<file path="src/rtl/laser_pkg.sv">
// laser_pkg: shared types and constants for the LASER coverage search.
//   state_t       - sequencer states
//   GRID_W/CNT_W/SQ_W - coordinate, count and squared-distance widths
//   NPTS_DEF/RADIUS_SQ_DEF - default frame size and inclusive radius^2
package laser_pkg;
    localparam int GRID_W        = 4;
    localparam int CNT_W         = 6;
    localparam int SQ_W          = 9;
    localparam int NPTS_DEF      = 40;
    localparam int RADIUS_SQ_DEF = 16;

    typedef enum logic [1:0] {
        S_IDLE,
        S_LOAD,
        S_SCAN,
        S_FIN
    } state_t;
endpackage

</file>
<file path="src/rtl/laser_hit.sv">
// laser_hit: combinational coverage test of one point against one centre.
//   i_px/i_py - point coordinates (unsigned)
//   i_cx/i_cy - candidate centre coordinates (unsigned)
//   o_hit     - 1 when (px-cx)^2 + (py-cy)^2 <= RADIUS_SQ
// All signed arithmetic of the datapath lives here.
module laser_hit
    import laser_pkg::*;
#(
    parameter int RADIUS_SQ = RADIUS_SQ_DEF
) (
    input  logic [GRID_W-1:0] i_px,
    input  logic [GRID_W-1:0] i_py,
    input  logic [GRID_W-1:0] i_cx,
    input  logic [GRID_W-1:0] i_cy,
    output logic              o_hit
);
    // Product width: a 5-bit signed square needs at most 9 magnitude bits.
    localparam int PW = 2 * (GRID_W + 1);
    localparam logic [SQ_W-1:0] RSQ = SQ_W'(RADIUS_SQ);

    logic signed [GRID_W:0] w_dx;
    logic signed [GRID_W:0] w_dy;
    logic signed [PW-1:0]   w_dx2;
    logic signed [PW-1:0]   w_dy2;
    logic [SQ_W-1:0]        w_sq;

    // Zero-extend both operands so the difference is a true signed delta.
    assign w_dx  = $signed({1'b0, i_px}) - $signed({1'b0, i_cx});
    assign w_dy  = $signed({1'b0, i_py}) - $signed({1'b0, i_cy});
    // Sign-extend before multiplying so negative deltas square correctly.
    assign w_dx2 = PW'(w_dx) * PW'(w_dx);
    assign w_dy2 = PW'(w_dy) * PW'(w_dy);
    // Each square is <= 225, so the 9-bit sum (<= 450) cannot overflow.
    assign w_sq  = SQ_W'($unsigned(w_dx2)) + SQ_W'($unsigned(w_dy2));
    assign o_hit = (w_sq <= RSQ);
endmodule

</file>
<file path="src/rtl/laser_scan_ctrl.sv">
// laser_scan_ctrl: loads a frame of NPTS points, then scans all 256 grid
// centres in raster order (cx fastest), one point per cycle, and reports the
// first centre with maximum coverage.
//   i_clk, i_rst_n       - clock, async active-low reset
//   i_in_valid, i_x, i_y - point input (ignored while scanning / finishing)
//   o_busy               - high during the scan
//   o_done               - one-cycle pulse, result valid
//   o_cx, o_cy, o_cnt    - best centre and its coverage count
module laser_scan_ctrl
    import laser_pkg::*;
#(
    parameter int NPTS      = NPTS_DEF,
    parameter int RADIUS_SQ = RADIUS_SQ_DEF
) (
    input  logic              i_clk,
    input  logic              i_rst_n,
    input  logic              i_in_valid,
    input  logic [GRID_W-1:0] i_x,
    input  logic [GRID_W-1:0] i_y,
    output logic              o_busy,
    output logic              o_done,
    output logic [GRID_W-1:0] o_cx,
    output logic [GRID_W-1:0] o_cy,
    output logic [CNT_W-1:0]  o_cnt
);
    localparam logic [CNT_W-1:0] P_LAST = CNT_W'(NPTS - 1);

    state_t                  r_state;
    logic [2*GRID_W-1:0]     r_pts [NPTS];
    logic [CNT_W-1:0]        r_ld;
    logic [CNT_W-1:0]        r_p;
    logic [2*GRID_W-1:0]     r_cidx;
    logic [CNT_W-1:0]        r_acc;
    logic [CNT_W-1:0]        r_best;

    logic                    w_store_en;
    logic [CNT_W-1:0]        w_store_idx;
    logic [2*GRID_W-1:0]     w_pt;
    logic                    w_hit;
    logic [CNT_W-1:0]        w_total;

    assign w_store_en  = i_in_valid && (r_state == S_IDLE || r_state == S_LOAD);
    assign w_store_idx = (r_state == S_IDLE) ? '0 : r_ld;
    assign w_pt        = r_pts[r_p];
    // acc never exceeds NPTS-1 before the last point, so total fits CNT_W.
    assign w_total     = r_acc + {{(CNT_W-1){1'b0}}, w_hit};

    laser_hit #(.RADIUS_SQ(RADIUS_SQ)) u_hit (
        .i_px  (w_pt[GRID_W-1:0]),
        .i_py  (w_pt[2*GRID_W-1:GRID_W]),
        .i_cx  (r_cidx[GRID_W-1:0]),
        .i_cy  (r_cidx[2*GRID_W-1:GRID_W]),
        .o_hit (w_hit)
    );

    // Point store needs no reset: a new frame always overwrites every entry
    // before the scan reads it.
    always_ff @(posedge i_clk) begin
        if (w_store_en) r_pts[w_store_idx] <= {i_y, i_x};
    end

    always_ff @(posedge i_clk or negedge i_rst_n) begin
        if (!i_rst_n) begin
            r_state <= S_IDLE;
            r_ld    <= '0;
            r_p     <= '0;
            r_cidx  <= '0;
            r_acc   <= '0;
            r_best  <= '0;
            o_busy  <= 1'b0;
            o_done  <= 1'b0;
            o_cx    <= '0;
            o_cy    <= '0;
            o_cnt   <= '0;
        end else begin
            case (r_state)
                S_IDLE, S_LOAD: begin
                    o_done <= 1'b0;
                    if (i_in_valid) begin
                        if (w_store_idx == P_LAST) begin
                            r_state <= S_SCAN;
                            o_busy  <= 1'b1;
                            r_ld    <= '0;
                            r_p     <= '0;
                            r_cidx  <= '0;
                            r_acc   <= '0;
                            r_best  <= '0;
                        end else begin
                            r_state <= S_LOAD;
                            r_ld    <= w_store_idx + 1'b1;
                        end
                    end
                end
                S_SCAN: begin
                    if (r_p == P_LAST) begin
                        r_p   <= '0;
                        r_acc <= '0;
                        // Strict compare keeps the earliest raster centre on ties.
                        if (w_total > r_best) begin
                            r_best <= w_total;
                            o_cnt  <= w_total;
                            o_cx   <= r_cidx[GRID_W-1:0];
                            o_cy   <= r_cidx[2*GRID_W-1:GRID_W];
                        end
                        if (r_cidx == '1) begin
                            r_state <= S_FIN;
                            o_busy  <= 1'b0;
                            o_done  <= 1'b1;
                        end else begin
                            r_cidx <= r_cidx + 1'b1;
                        end
                    end else begin
                        r_p   <= r_p + 1'b1;
                        r_acc <= w_total;
                    end
                end
                S_FIN: begin
                    o_done  <= 1'b0;
                    r_state <= S_IDLE;
                end
                default: r_state <= S_IDLE;
            endcase
        end
    end
endmodule

</file>
<file path="config.mk">
export PLATFORM = sky130hd
export DESIGN_NAME = laser_scan_ctrl
export DESIGN_NICKNAME = d
export VERILOG_FILES = /design/src/rtl/laser_pkg.sv /design/src/rtl/laser_hit.sv /design/src/rtl/laser_scan_ctrl.sv
export SDC_FILE = /design/constraint.sdc
export NUM_CORES = 1
export LEC_CHECK = 0
export ABC_CLOCK_PERIOD_IN_PS = 11150
export BUFFER_PORTS_ARGS = -buffer_cell sky130_fd_sc_hd__clkbuf_2
export CAP_MARGIN = 20
export CELL_PAD_IN_SITES_DETAIL_PLACEMENT = 1
export CELL_PAD_IN_SITES_GLOBAL_PLACEMENT = 1
export CORE_MARGIN = 4
export CORE_UTILIZATION = 40
export CTS_BUF_LIST = sky130_fd_sc_hd__clkbuf_4
export DETAILED_ROUTE_END_ITERATION = 12
export PLACE_DENSITY_LB_ADDON = 0.1
export REMOVE_ABC_BUFFERS = 1
export SYNTH_ARGS = -nofsm -noshare
export SYNTH_HDL_FRONTEND = slang
export SYNTH_SLANG_ARGS = --single-unit
</file>
<file path="constraint.sdc">
create_clock -name i_clk -period 11.15 [get_ports i_clk]
set_input_delay 0 -clock i_clk [delete_from_list [all_inputs] [get_ports i_clk]]
set_output_delay 0 -clock i_clk [all_outputs]
set_load 0.03 [all_outputs]
</file>
==> flow_metrics.tcl <==
set metrics [dict create \
    status "complete, no violations" \
    worstSetupStartpointType "register" \
    critPathArrivalTime_ns 11.27 \
    area_growth_pct 14.1 \
    ys_top_cells_by_area "edfxtp_1 58%, mux4_2 11%, dfrtp_1 7.5%, fa_1 4.2%, ha_1 2.8%" \
    synth.distinct_cells 55 \
    yosysMostFrequentCell "edfxtp_1" \
    place_ws_ns -0.0853 \
    setup_viol 0 \
    cts_buffers 100 \
    portBuffers 26 \
    synth_seq_area_share_pct 65.4 \
    clkTransAtPathRegs_ns 0.07 \
    cp_slowest_stage_delay_ns 0.55 \
    drtPass1Iterations 5 \
    syn_area_per_cell_sq_um 17.0 \
    finalHoldViolCount 0 \
    dieHeight_um 212 \
    grtUsageTotal_pct 18.3 \
    initial_core_util_pct 40.6 \
    yosysTopAreaCell "edfxtp_1" \
    worstMarginPinSlew_ns 1.02 \
    grt_pass1_vias 9989 \
    skew_ns 0.0839 \
    tns_ns 0 \
    via_per_inst 5.26 \
    htreeDepth 3 \
    path_max_fanout 10 \
    root_buffer "clkbuf_4" \
    hold_class "in -> reg" \
    period_minus_slack_ns 10.58 \
    final_nets 1193 \
    crit_required_ns 11.84 \
    die_area_sq_um 44800 \
    grt_max_degree 51 \
    synth_top_area_share_pct 57.9 \
    drive_gt1_share_pct 28.8 \
    synth_common_cells "320 x edfxtp_1, 78 x mux4_2, 68 x nor2_1" \
    place_hpwl_mm 25.4 \
    yosys_warnings 0 \
    wl_met3_mm 1.59 \
    die_w_um 212 \
    route.met2.wl_mm 19.4 \
    clock_path_buffers 3 \
    io_pins 27 \
    ys_ff_latch 370 \
    crit_type "reg -> reg" \
    syn_inst 977 \
    grt_pass1_wl_mm 61.2 \
    drv_cap 0 \
    wl_met1_mm 17.7 \
    core-area_sq_um 40900 \
    async_flop_share_pct 13.5 \
    drtIter0Drc 455 \
    fin_util_pct 46.3 \
    num_rows 74 \
    gp_congestion 0.771 \
    drv_slew 0 \
    rsz0062_at_grt "no" \
    tritoncts "built" \
    antenna_found_initial 2 \
    via_count 9036 \
    ant_nets 0 \
    cpMostUsedCell "fa_1" \
    drc 0 \
    clock_sinks 370 \
    fin_crit_sh_pct 94.9 \
    synth_flop_cell "edfxtp_1" \
    clock.fmax_mhz 94.5 \
    grt_overflow 0 \
    synth_edf_count 320 \
    wl_mm 39.7 \
    relSlewSlack_pct 31.7 \
    top_layer "met4" \
    crit_path_top_delay_cell "mux4_2" \
    fin_ws_ns 0.566 \
    end_kind "register" \
    synth_area_sq_um 16600 \
    clk_latency_ns 0.84 \
    wl_per_cell_um 23.1 \
]
-- layout by cell type, fill, tap and decap left out, types with 3 or more instances in the layout --
cell | Yosys | routed
a2111oi_0 | 6 | 4
a211oi_1 | 6 | 5
a21o_1 | 8 | 8
a21oi_1 | 13 | 13
a22o_1 | 15 | 15
a31oi_1 | 4 | 3
and2_1 | 6 | 5
and3_1 | 5 | 5
buf_12 | 0 | 4
buf_4 | 5 | 25
clkbuf_2 | 0 | 26
clkbuf_4 | 0 | 160
clkinv_1 | 0 | 12
dfrtp_1 | 50 | 48
dlygate4sd3_1 | 0 | 10
edfxtp_1 | 320 | 320
fa_1 | 35 | 35
ha_1 | 37 | 37
inv_1 | 56 | 56
mux2_2 | 23 | 23
mux2i_1 | 20 | 18
mux4_1 | 6 | 6
mux4_2 | 78 | 78
nand2_1 | 54 | 53
nand2b_1 | 5 | 5
nand3_1 | 13 | 13
nand3b_1 | 5 | 5
nor2_1 | 68 | 68
nor2b_1 | 11 | 11
nor3_1 | 10 | 10
o21ai_0 | 20 | 20
o22ai_1 | 7 | 7
or2_2 | 3 | 3
or3_1 | 5 | 5
or4_1 | 3 | 3
xnor2_1 | 20 | 19
xor2_1 | 6 | 6
-- timing repair --
item,CTS,global route
gates resized for setup,0,13
endpoints found under the setup margin,14,20
endpoints found under the hold margin,199,0
hold buffers,10,0
setup buffers,1,5
-- final cells by class --
| cell class | count | area, sq um |
|---|---|---|
| fill | 4009 | 22000 |
| sequential | 370 | 10900 |
| multi-input combinational | 515 | 5380 |
| clock buffer | 160 | 1200 |
| tap | 532 | 666 |
| timing repair buffer | 67 | 541 |
| inverter | 56 | 210 |
| clock inverter | 16 | 76.3 |
| antenna | 2 | 5.00 |
-- worst max-delay path, delay by kind of cell, from the launching register on --
kind / cells / cell delay [ns]
and+or+nand+nor: 7 / 1.45
muxes: 4 / 1.61
buffers and inverters: 6 / 0.59
DFF: 1 / 0.54
adders and majority gates: 11 / 4.18
xor gates and xnor gates: 1 / 0.21
AOI/OAI and AO/OA: 7 / 1.83
-- stage by stage --
step	instances	hold WS (ns)	area, sq um
finish	1718	0.0974	18900
global route	1718	0.0651	18900
detailed placement	1523	0.192	17400
floorplan	941	-0.296	16400
global placement	1523	0.187	17400
CTS	1710	0.00271	18800
-- routing by layer --
layer / vias up / GRT usage [%]
met5: - / 0
met2: 195 / 29.5
met3: 75 / 4.39
met1: 4666 / 24.6
li1: 4100 / -
met4: 0 / 6.29
-- sequential cells by signal (all words and copies together), names as in the netlist --
signal   flops
o_busy       1
o_cnt        6
o_cx         4
o_cy         4
o_done       1
r_acc        6
r_best       6
r_cidx       8
r_ld         6
r_p          6
r_pts      320
r_state      2
-- path summary, 6_finish.rpt --
kind,startpoint,end,slack (ns),depth (start not counted)
worst max-delay path,r_p[0],o_cnt[2],0.57,36
worst min-delay path,i_x[1],r_pts[38][1],0.1,1
worst max register to register,r_p[0],o_cnt[2],0.57,36
worst min register to register,o_cy[3],o_cy[3],0.50,1
max in group asynchronous,i_rst_n,r_p[1],10.19,4
min in group asynchronous,i_rst_n,r_p[5],0.41,4
-- logic make-up (layout without fill, tap and decap cells) --
kind of cell    Yosys count  in the layout  synth area share [%]
fa+ha+maj                72             72                  7.01
other cells               0              2                     0
flops                   370            370                  65.4
buf+inv                  92            299                  2.48
xor+xnor                 26             26                  1.37
mux                     127            127                  14.3
simple gates            198            198                  5.68
compound gates           92             92                  3.79
Power is left out: the tool's default activity adds up to more than one toggle a clock period on the data nets, which glitch-free logic cannot reach.
